===== config.mk =====
export PLATFORM = sky130hd
export DESIGN_NAME = bnn_seq_feeder
export DESIGN_NICKNAME = d
export VERILOG_FILES = /design/src/rtl/bnn_seq_feeder.sv
export SDC_FILE = /design/constraint.sdc
export NUM_CORES = 1
export LEC_CHECK = 0
export CAP_MARGIN = 20
export CORE_MARGIN = 10
export CORE_UTILIZATION = 35
export CTS_CLUSTER_DIAMETER = 100
export CTS_CLUSTER_SIZE = 14
export DETAILED_ROUTE_END_ITERATION = 8
export PLACE_DENSITY = 0.7
export SYNTH_ARGS = -nofsm -noshare
export SYNTH_HDL_FRONTEND = slang
export SYNTH_SLANG_ARGS = --single-unit

===== constraint.sdc =====
create_clock -name clk -period 2.9 [get_ports clk]
set_input_delay 0.58 -clock clk [delete_from_list [all_inputs] [get_ports clk]]
set_output_delay 0.58 -clock clk [all_outputs]
set_load 0.02 [all_outputs]

===== src/rtl/bnn_seq_feeder.sv =====
// bnn_seq_feeder: packs N B-bit features into the classifier's data word,
// pulses the classifier restart, waits LAT cycles for the result, then
// hands the captured class index downstream over a valid/ready handshake.
module bnn_seq_feeder #(
    parameter int N   = 11,
    parameter int B   = 4,
    parameter int C   = 7,
    parameter int LAT = 40,
    parameter int KW  = $clog2(C)
) (
    input  logic           clk,
    input  logic           rst,
    input  logic           in_valid,
    output logic           in_ready,
    input  logic [B-1:0]   in_feat,
    output logic [N*B-1:0] data,
    output logic           clf_rst,
    input  logic [KW-1:0]  klass_in,
    output logic           out_valid,
    input  logic           out_ready,
    output logic [KW-1:0]  out_klass
);

    localparam int FCW = $clog2(N);
    localparam int WCW = $clog2(LAT + 1);

    typedef enum logic [1:0] {
        ST_LOAD  = 2'd0,
        ST_START = 2'd1,
        ST_WAIT  = 2'd2,
        ST_DONE  = 2'd3
    } state_t;

    state_t          state_r;
    state_t          state_next_s;
    logic [FCW-1:0]  fc_r;
    logic [WCW-1:0]  wc_r;
    logic [N*B-1:0]  data_r;
    logic [KW-1:0]   out_klass_r;
    logic            in_ready_r;
    logic            out_valid_r;
    logic            clf_rst_r;

    logic            xfer_s;
    logic            last_feat_s;
    logic            wait_done_s;

    // Transfers are qualified by state, not by the registered ready copy,
    // so acceptance can never disagree with the FSM.
    assign xfer_s      = in_valid && (state_r == ST_LOAD);
    assign last_feat_s = (fc_r == FCW'(N - 1));
    assign wait_done_s = (wc_r == WCW'(LAT - 1));

    // Next-state decode for the load/start/wait/done sequence.
    always_comb begin
        state_next_s = state_r;
        case (state_r)
            ST_LOAD: begin
                if (xfer_s && last_feat_s) begin
                    state_next_s = ST_START;
                end else begin
                    state_next_s = ST_LOAD;
                end
            end
            ST_START: begin
                state_next_s = ST_WAIT;
            end
            ST_WAIT: begin
                if (wait_done_s) begin
                    state_next_s = ST_DONE;
                end else begin
                    state_next_s = ST_WAIT;
                end
            end
            ST_DONE: begin
                if (out_ready) begin
                    state_next_s = ST_LOAD;
                end else begin
                    state_next_s = ST_DONE;
                end
            end
            default: begin
                state_next_s = ST_LOAD;
            end
        endcase
    end

    // State register.
    always_ff @(posedge clk or negedge rst) begin
        if (!rst) begin
            state_r <= ST_LOAD;
        end else begin
            state_r <= state_next_s;
        end
    end

    // Feature packing, wait counting and result capture.
    always_ff @(posedge clk or negedge rst) begin
        if (!rst) begin
            fc_r        <= '0;
            wc_r        <= '0;
            data_r      <= '0;
            out_klass_r <= '0;
        end else begin
            case (state_r)
                ST_LOAD: begin
                    if (xfer_s) begin
                        data_r[int'(fc_r) * B +: B] <= in_feat;
                        if (last_feat_s) begin
                            fc_r <= '0;
                        end else begin
                            fc_r <= fc_r + FCW'(1);
                        end
                    end
                end
                ST_START: begin
                    wc_r <= '0;
                end
                ST_WAIT: begin
                    if (wait_done_s) begin
                        out_klass_r <= klass_in;
                    end else begin
                        wc_r <= wc_r + WCW'(1);
                    end
                end
                ST_DONE: begin
                    wc_r <= wc_r;
                end
                default: begin
                    fc_r <= '0;
                    wc_r <= '0;
                end
            endcase
        end
    end

    // Handshake and restart outputs, registered from the upcoming state so
    // they track the state register exactly without combinational paths.
    always_ff @(posedge clk or negedge rst) begin
        if (!rst) begin
            in_ready_r  <= 1'b1;
            out_valid_r <= 1'b0;
            clf_rst_r   <= 1'b0;
        end else begin
            in_ready_r  <= (state_next_s == ST_LOAD);
            out_valid_r <= (state_next_s == ST_DONE);
            clf_rst_r   <= (state_next_s == ST_START);
        end
    end

    assign in_ready  = in_ready_r;
    assign out_valid = out_valid_r;
    assign clf_rst   = clf_rst_r;
    assign data      = data_r;
    assign out_klass = out_klass_r;

endmodule

==> flow_summary.ini <==
[status]
outcome = finished, final reports clean

[yosys]
synth_commonest_cells = dfrtp_1 (61), mux2_2 (43), nand2_1 (22)
async_reset_ff_share_pct = 100
synth_top_area_share_pct = 53.6
yosysMostFrequentCell = dfrtp_1
netlist_instances = 238
syn_avg_cell_area_um2 = 12.0
ys_seq_area_share_pct = 54.6
yosysTopAreaCell = dfrtp_1
synthesis.area_um2 = 2850
ys_seq_elements = 62
syn_nets = 255
ys.flop_type = dfrtp_1
synth_edf_count = 0
synth_area_leaders = dfrtp_1 (54%), mux2_2 (17%), nand2_1 (2.9%)
yosys.cell_types.count = 47
yosysWarnings = 0

[global_route]
grt_max_degree = 33
overflow = 0
grt_pass1_wl_mm = 10.3
grt_usage_pct = 10.8
grt_pass1_vias = 2036
grt_antenna_before_repair = 0

[sta]
setup_slack_ns = 0.484
slew_headroom_pct = 51.5
tightest_slew_ns = 0.727
grt_setup_unrepaired = no
hold_viol_final = 0
setup_viol = 0
setup-tns-final_ns = 0
slew_viol_final = 0
max_freq_ghz = 0.414
fin_skew_ns = 0.00766
period_share_pct = 83.3
min_period_ns = 2.42

[worst_hold_path]
hold_class = in2async

[finish]
areaGrowthSynthToFinish_pct = 32.4
drive_gt1_share_pct = 21.1
fin_nets = 320
utilization_pct = 48.3
design_area_um2 = 3770
antenna_cells = 0

[drt]
wl_mm = 6.35
initialDrtViolationCount = 93
viasPerCell = 4.84
drc = 0
firstDrtPassIters = 4
routedWlPerCell_um = 15.5
ant_nets = 0
via_count = 1984

[setup_path]
crit_type = reg2reg
cp-start-kind = flip-flop
crit_fanout = 9
crit_required_ns = 3.11
crit_path_end_kind = flip-flop
crit_path_cell_trace = inv_1 -> ha_1 -> nand2b_1 -> a2111oi_0 -> and2_2 -> mux2_2
cp_slowest_cell = a2111oi_0
worstPathArrival_ns = 2.62
max_stage_delay_ns = 0.56

[place]
globalplace.congestion = 0.849
dp_slack_ns = 0.371
placed_area_um2 = 3550
io_buffer_count = 60
dp.final_hpwl_mm = 4.78

[power]
leakage_nw = 1.74
p_seq_share_pct = 36.3
clockPowerShare_pct = 21.0
comb_power_share_pct = 42.7
ir_drop_v = 0.000450
power.density_nw_per_um2 = 1030
p_int_mw = 2.46
switching_power_mw = 1.42
swShare_pct = 36.6

[cts]
clock-sinks = 62
postCtsResizedCells = 0
cts_hold_buf = 0
cts-root-buf = clkbuf_8
clk-insertion-delay-late_ns = 0.33
cts_buffer_depth = 2
cts_buffers = 9
tritoncts = done
clk_pin_slew_worst_paths_ns = 0.06
cts_max_level = 3
post-cts-setup-buffers = 0

[floorplanning]
die_area_um2 = 12100
die_x_um = 110
rows = 32
die_y_um = 110
start_util_pct = 36.4
io_pins = 61
coreArea_um2 = 7810

[flow_run]
drv_cap = 0
## critical path, delay by kind of cell (launching register included)
kind                       cells  cell delay (ns)
AOI/OAI and AO/OA              1             0.56
DFF                            1             0.52
and+or+nand+nor                2             0.47
muxes                          1             0.34
adders and majority gates      1             0.28
buffers and inverters          1             0.13
## per-stage QoR
step | cells | total power, mW | hold slack [ns]
after floorplan | 238 | 2.41 | 0.284
after global placement | 394 | 3.07 | 0.490
after detailed placement | 394 | 3.10 | 0.499
after CTS | 410 | 3.93 | 0.321
after global routing | 410 | 4.15 | 0.340
final | 410 | 3.88 | 0.308
## placed cells by master, fill, tap and decap left out, drive strengths merged, types with 6 or more instances in the layout
cell type / netlist / routed
nand2: 22 / 22
nor2: 10 / 10
clkdlybuf4s50: 0 / 59
inv: 10 / 10
nand3: 6 / 6
clkbuf: 5 / 12
mux2: 43 / 43
dfrtp: 61 / 61
ha: 6 / 6
a21oi: 7 / 7
and3: 6 / 6
and2: 7 / 7
## cell families after synthesis
kind of cell | share of synthesized area, %
AOI/OAI and AO/OA | 7.34
xor gates and xnor gates | 0.308
adders and majority gates | 2.64
buffers and inverters | 2.86
DFF | 54.6
muxes | 18.4
and+or+nand+nor | 13.9
## final cells by class
class / instances / area, µm²
flip-flops and latches: 62 / 1550
well taps: 102 / 128
repair buffers: 62 / 623
clock buffers: 12 / 145
inverters: 10 / 37.5
fillers: 700 / 4040
multi-input cells: 158 / 1210
clock inverters: 4 / 70.1
## power by group through the flow
| stage | Sequential (mW) | Clock (mW) | Combinational [mW] |
|---|---|---|---|
| 6_report | 1.41 | 0.817 | 1.66 |
| 3_3_place_gp | 1.42 | 0 | 1.64 |
| 3_5_place_dp | 1.42 | 0 | 1.67 |
| 4_1_cts | 1.41 | 0.834 | 1.68 |
| 2_1_floorplan | 1.62 | 0 | 0.793 |
| 5_1_grt | 1.46 | 0.880 | 1.81 |
## metal layers
| metal | up-vias | track usage (%) | wire length, µm |
|---|---|---|---|
| met2 | 40 | 16.5 | 2940 |
| met1 | 966 | 13.7 | 2880 |
| met5 | - | 0 | 0 |
| li1 | 973 | - | - |
| met3 | 5 | 4.18 | 468 |
| met4 | 0 | 4.13 | 66 |
## worst paths after layout
path / from / end / slack (ns) / cells past startpoint
min reg2reg: data[24]$_DFFE_PN0P_ / data[24]$_DFFE_PN0P_ / 0.51 / 1
min: rst / data[26]$_DFFE_PN0P_ / 0.31 / 1
max in group asynchronous: rst / in_ready$_DFF_PN1_ / 1.91 / 2
max: fc_r[1]$_DFFE_PN0P_ / data[33]$_DFFE_PN0P_ / 0.48 / 6
min in group clk: data[24]$_DFFE_PN0P_ / data[24]$_DFFE_PN0P_ / 0.51 / 1
max reg2reg: fc_r[1]$_DFFE_PN0P_ / data[33]$_DFFE_PN0P_ / 0.48 / 6
## registers in the layout, summed over array words and instances (netlist names)
signal	cells
clf_rst	1
data	44
fc_r	4
in_ready	1
out_klass	3
out_valid	1
state_r	2
wc_r	6
Note: power is estimated with default switching activity, not from simulation.
==> RTL edit (same settings) <==
Change the parameter `LAT` from 40 to 80.
--- a/src/rtl/bnn_seq_feeder.sv
+++ b/src/rtl/bnn_seq_feeder.sv
@@ -6,5 +6,5 @@
     parameter int B   = 4,
     parameter int C   = 7,
-    parameter int LAT = 40,
+    parameter int LAT = 80,
     parameter int KW  = $clog2(C)
 ) (
Function: same outputs for any inputs over 10 cycles, from zero or initial values and one cycle with rst low; that may be too few to reach the edited logic, so the function may still have changed.
==> RTL edit against the original RTL <==
Total power increased by 1.3%; synthesized area increased by 11%; global-route usage increased by 0.12 points; worst setup slack improved by 0.0032 ns; sequential share of layout area decreased by 2.4 points; clock skew increased by 0.0026 ns; sequential cell count increased by 1; die area increased by 8.7%; final area increased by 7.8%; non-clock buffer count increased by 1; routed wire length increased by 10%; clock power decreased by 3.1%; critical endpoint is now data[35].
==> RTL edit: results (changes against the original RTL) <==
stage,metric,value,unit,change
worst_setup_path,cp_max_fo,15,,was 9
grt,grtUsageTotal,11.0,%,was 10.8%
pwr,total_leakage_power,0.00177,uW,was 0.00174 uW
placement,placed_cells,405,,was 394
logic_synthesis,netlist_top_cells_count,"dfrtp_1, mux2_2",,"was dfrtp_1, mux2_2, nand2_1"
pwr,switching_power,1550,uW,was 1420 uW
logic_synthesis,syn-instance-count,245,,was 238
placement,dpl-instance-area,3850,um^2,was 3550 um^2
detailed_routing,wl,7.00,mm,was 6.35 mm
logic_synthesis,ys_types,53,,was 47
pwr,clockPowerShare,20.1,%,was 21.0%
finish,fillers,756,,was 700
grt,grt_pass1_vias,2280,,was 2036
worst_setup_path,cp_slowest_cell,dfrtp_1,,was a2111oi_0
timing,worst_slew_pin_slew,0.656,ns,was 0.727 ns
grt,grt_pass1_wl,11.7,mm,was 10.3 mm
logic_synthesis,yosys.area_share.adder,2.78,%,was 2.64%
finish,final_area,4060,um^2,was 3770 um^2
pwr,powerDensity,969,nW/um^2,was 1030 nW/um^2
placement,place_ws,0.485,ns,was 0.371 ns
status,status,"finished, final reports clean",,unchanged
placement,hpwl,5.29,mm,was 4.78 mm
detailed_routing,viasPerCell,5.19,,was 4.84
logic_synthesis,ys_top_cells_by_area,"dfrtp_1, mux2_2, ha_1",,"was dfrtp_1, mux2_2, nand2_1"
pwr,p_comb_share,43.9,%,was 42.7%
logic_synthesis,yosys.area_share.xor_xnor,0.516,%,was 0.308%
-- RTL edit: per-layer routing --
layer / global-route usage (%) / vias up / wire length (um) / part of all wire, %
met5: 0 / - / 0 / 0
met4: 4.95 / 0 / 117 / 1.7
met3: 4.01 / 9 / 506 / 7.2
met2: 16.5 / 59 / 3250 / 46
met1: 13.8 / 1074 / 3120 / 45
li1: - / 1041 / - / -
-- RTL edit: final cells by class --
cell class / instances / share of cell area, %
clock buffer: 13 / 4.16
clock inverter: 3 / 0.986
inverter: 7 / 0.647
multi-input combinational: 164 / 36.5
sequential: 63 / 38.8
tap: 108 / 3.33
timing repair buffer: 63 / 15.5
-- RTL edit: final timing paths --
| path | startpoint | endpoint | slack, ns |
|---|---|---|---|
| setup / recovery | fc_r[0] | data[35] | 0.49 |
| hold / removal | rst | wc_r[0] | 0.26 |
| setup reg to reg | fc_r[0] | data[35] | 0.49 |
| hold reg to reg | data[16] | data[16] | 0.50 |
| max in group asynchronous | rst | data[29] | 2.01 |
| min in group clk | data[16] | data[16] | 0.50 |
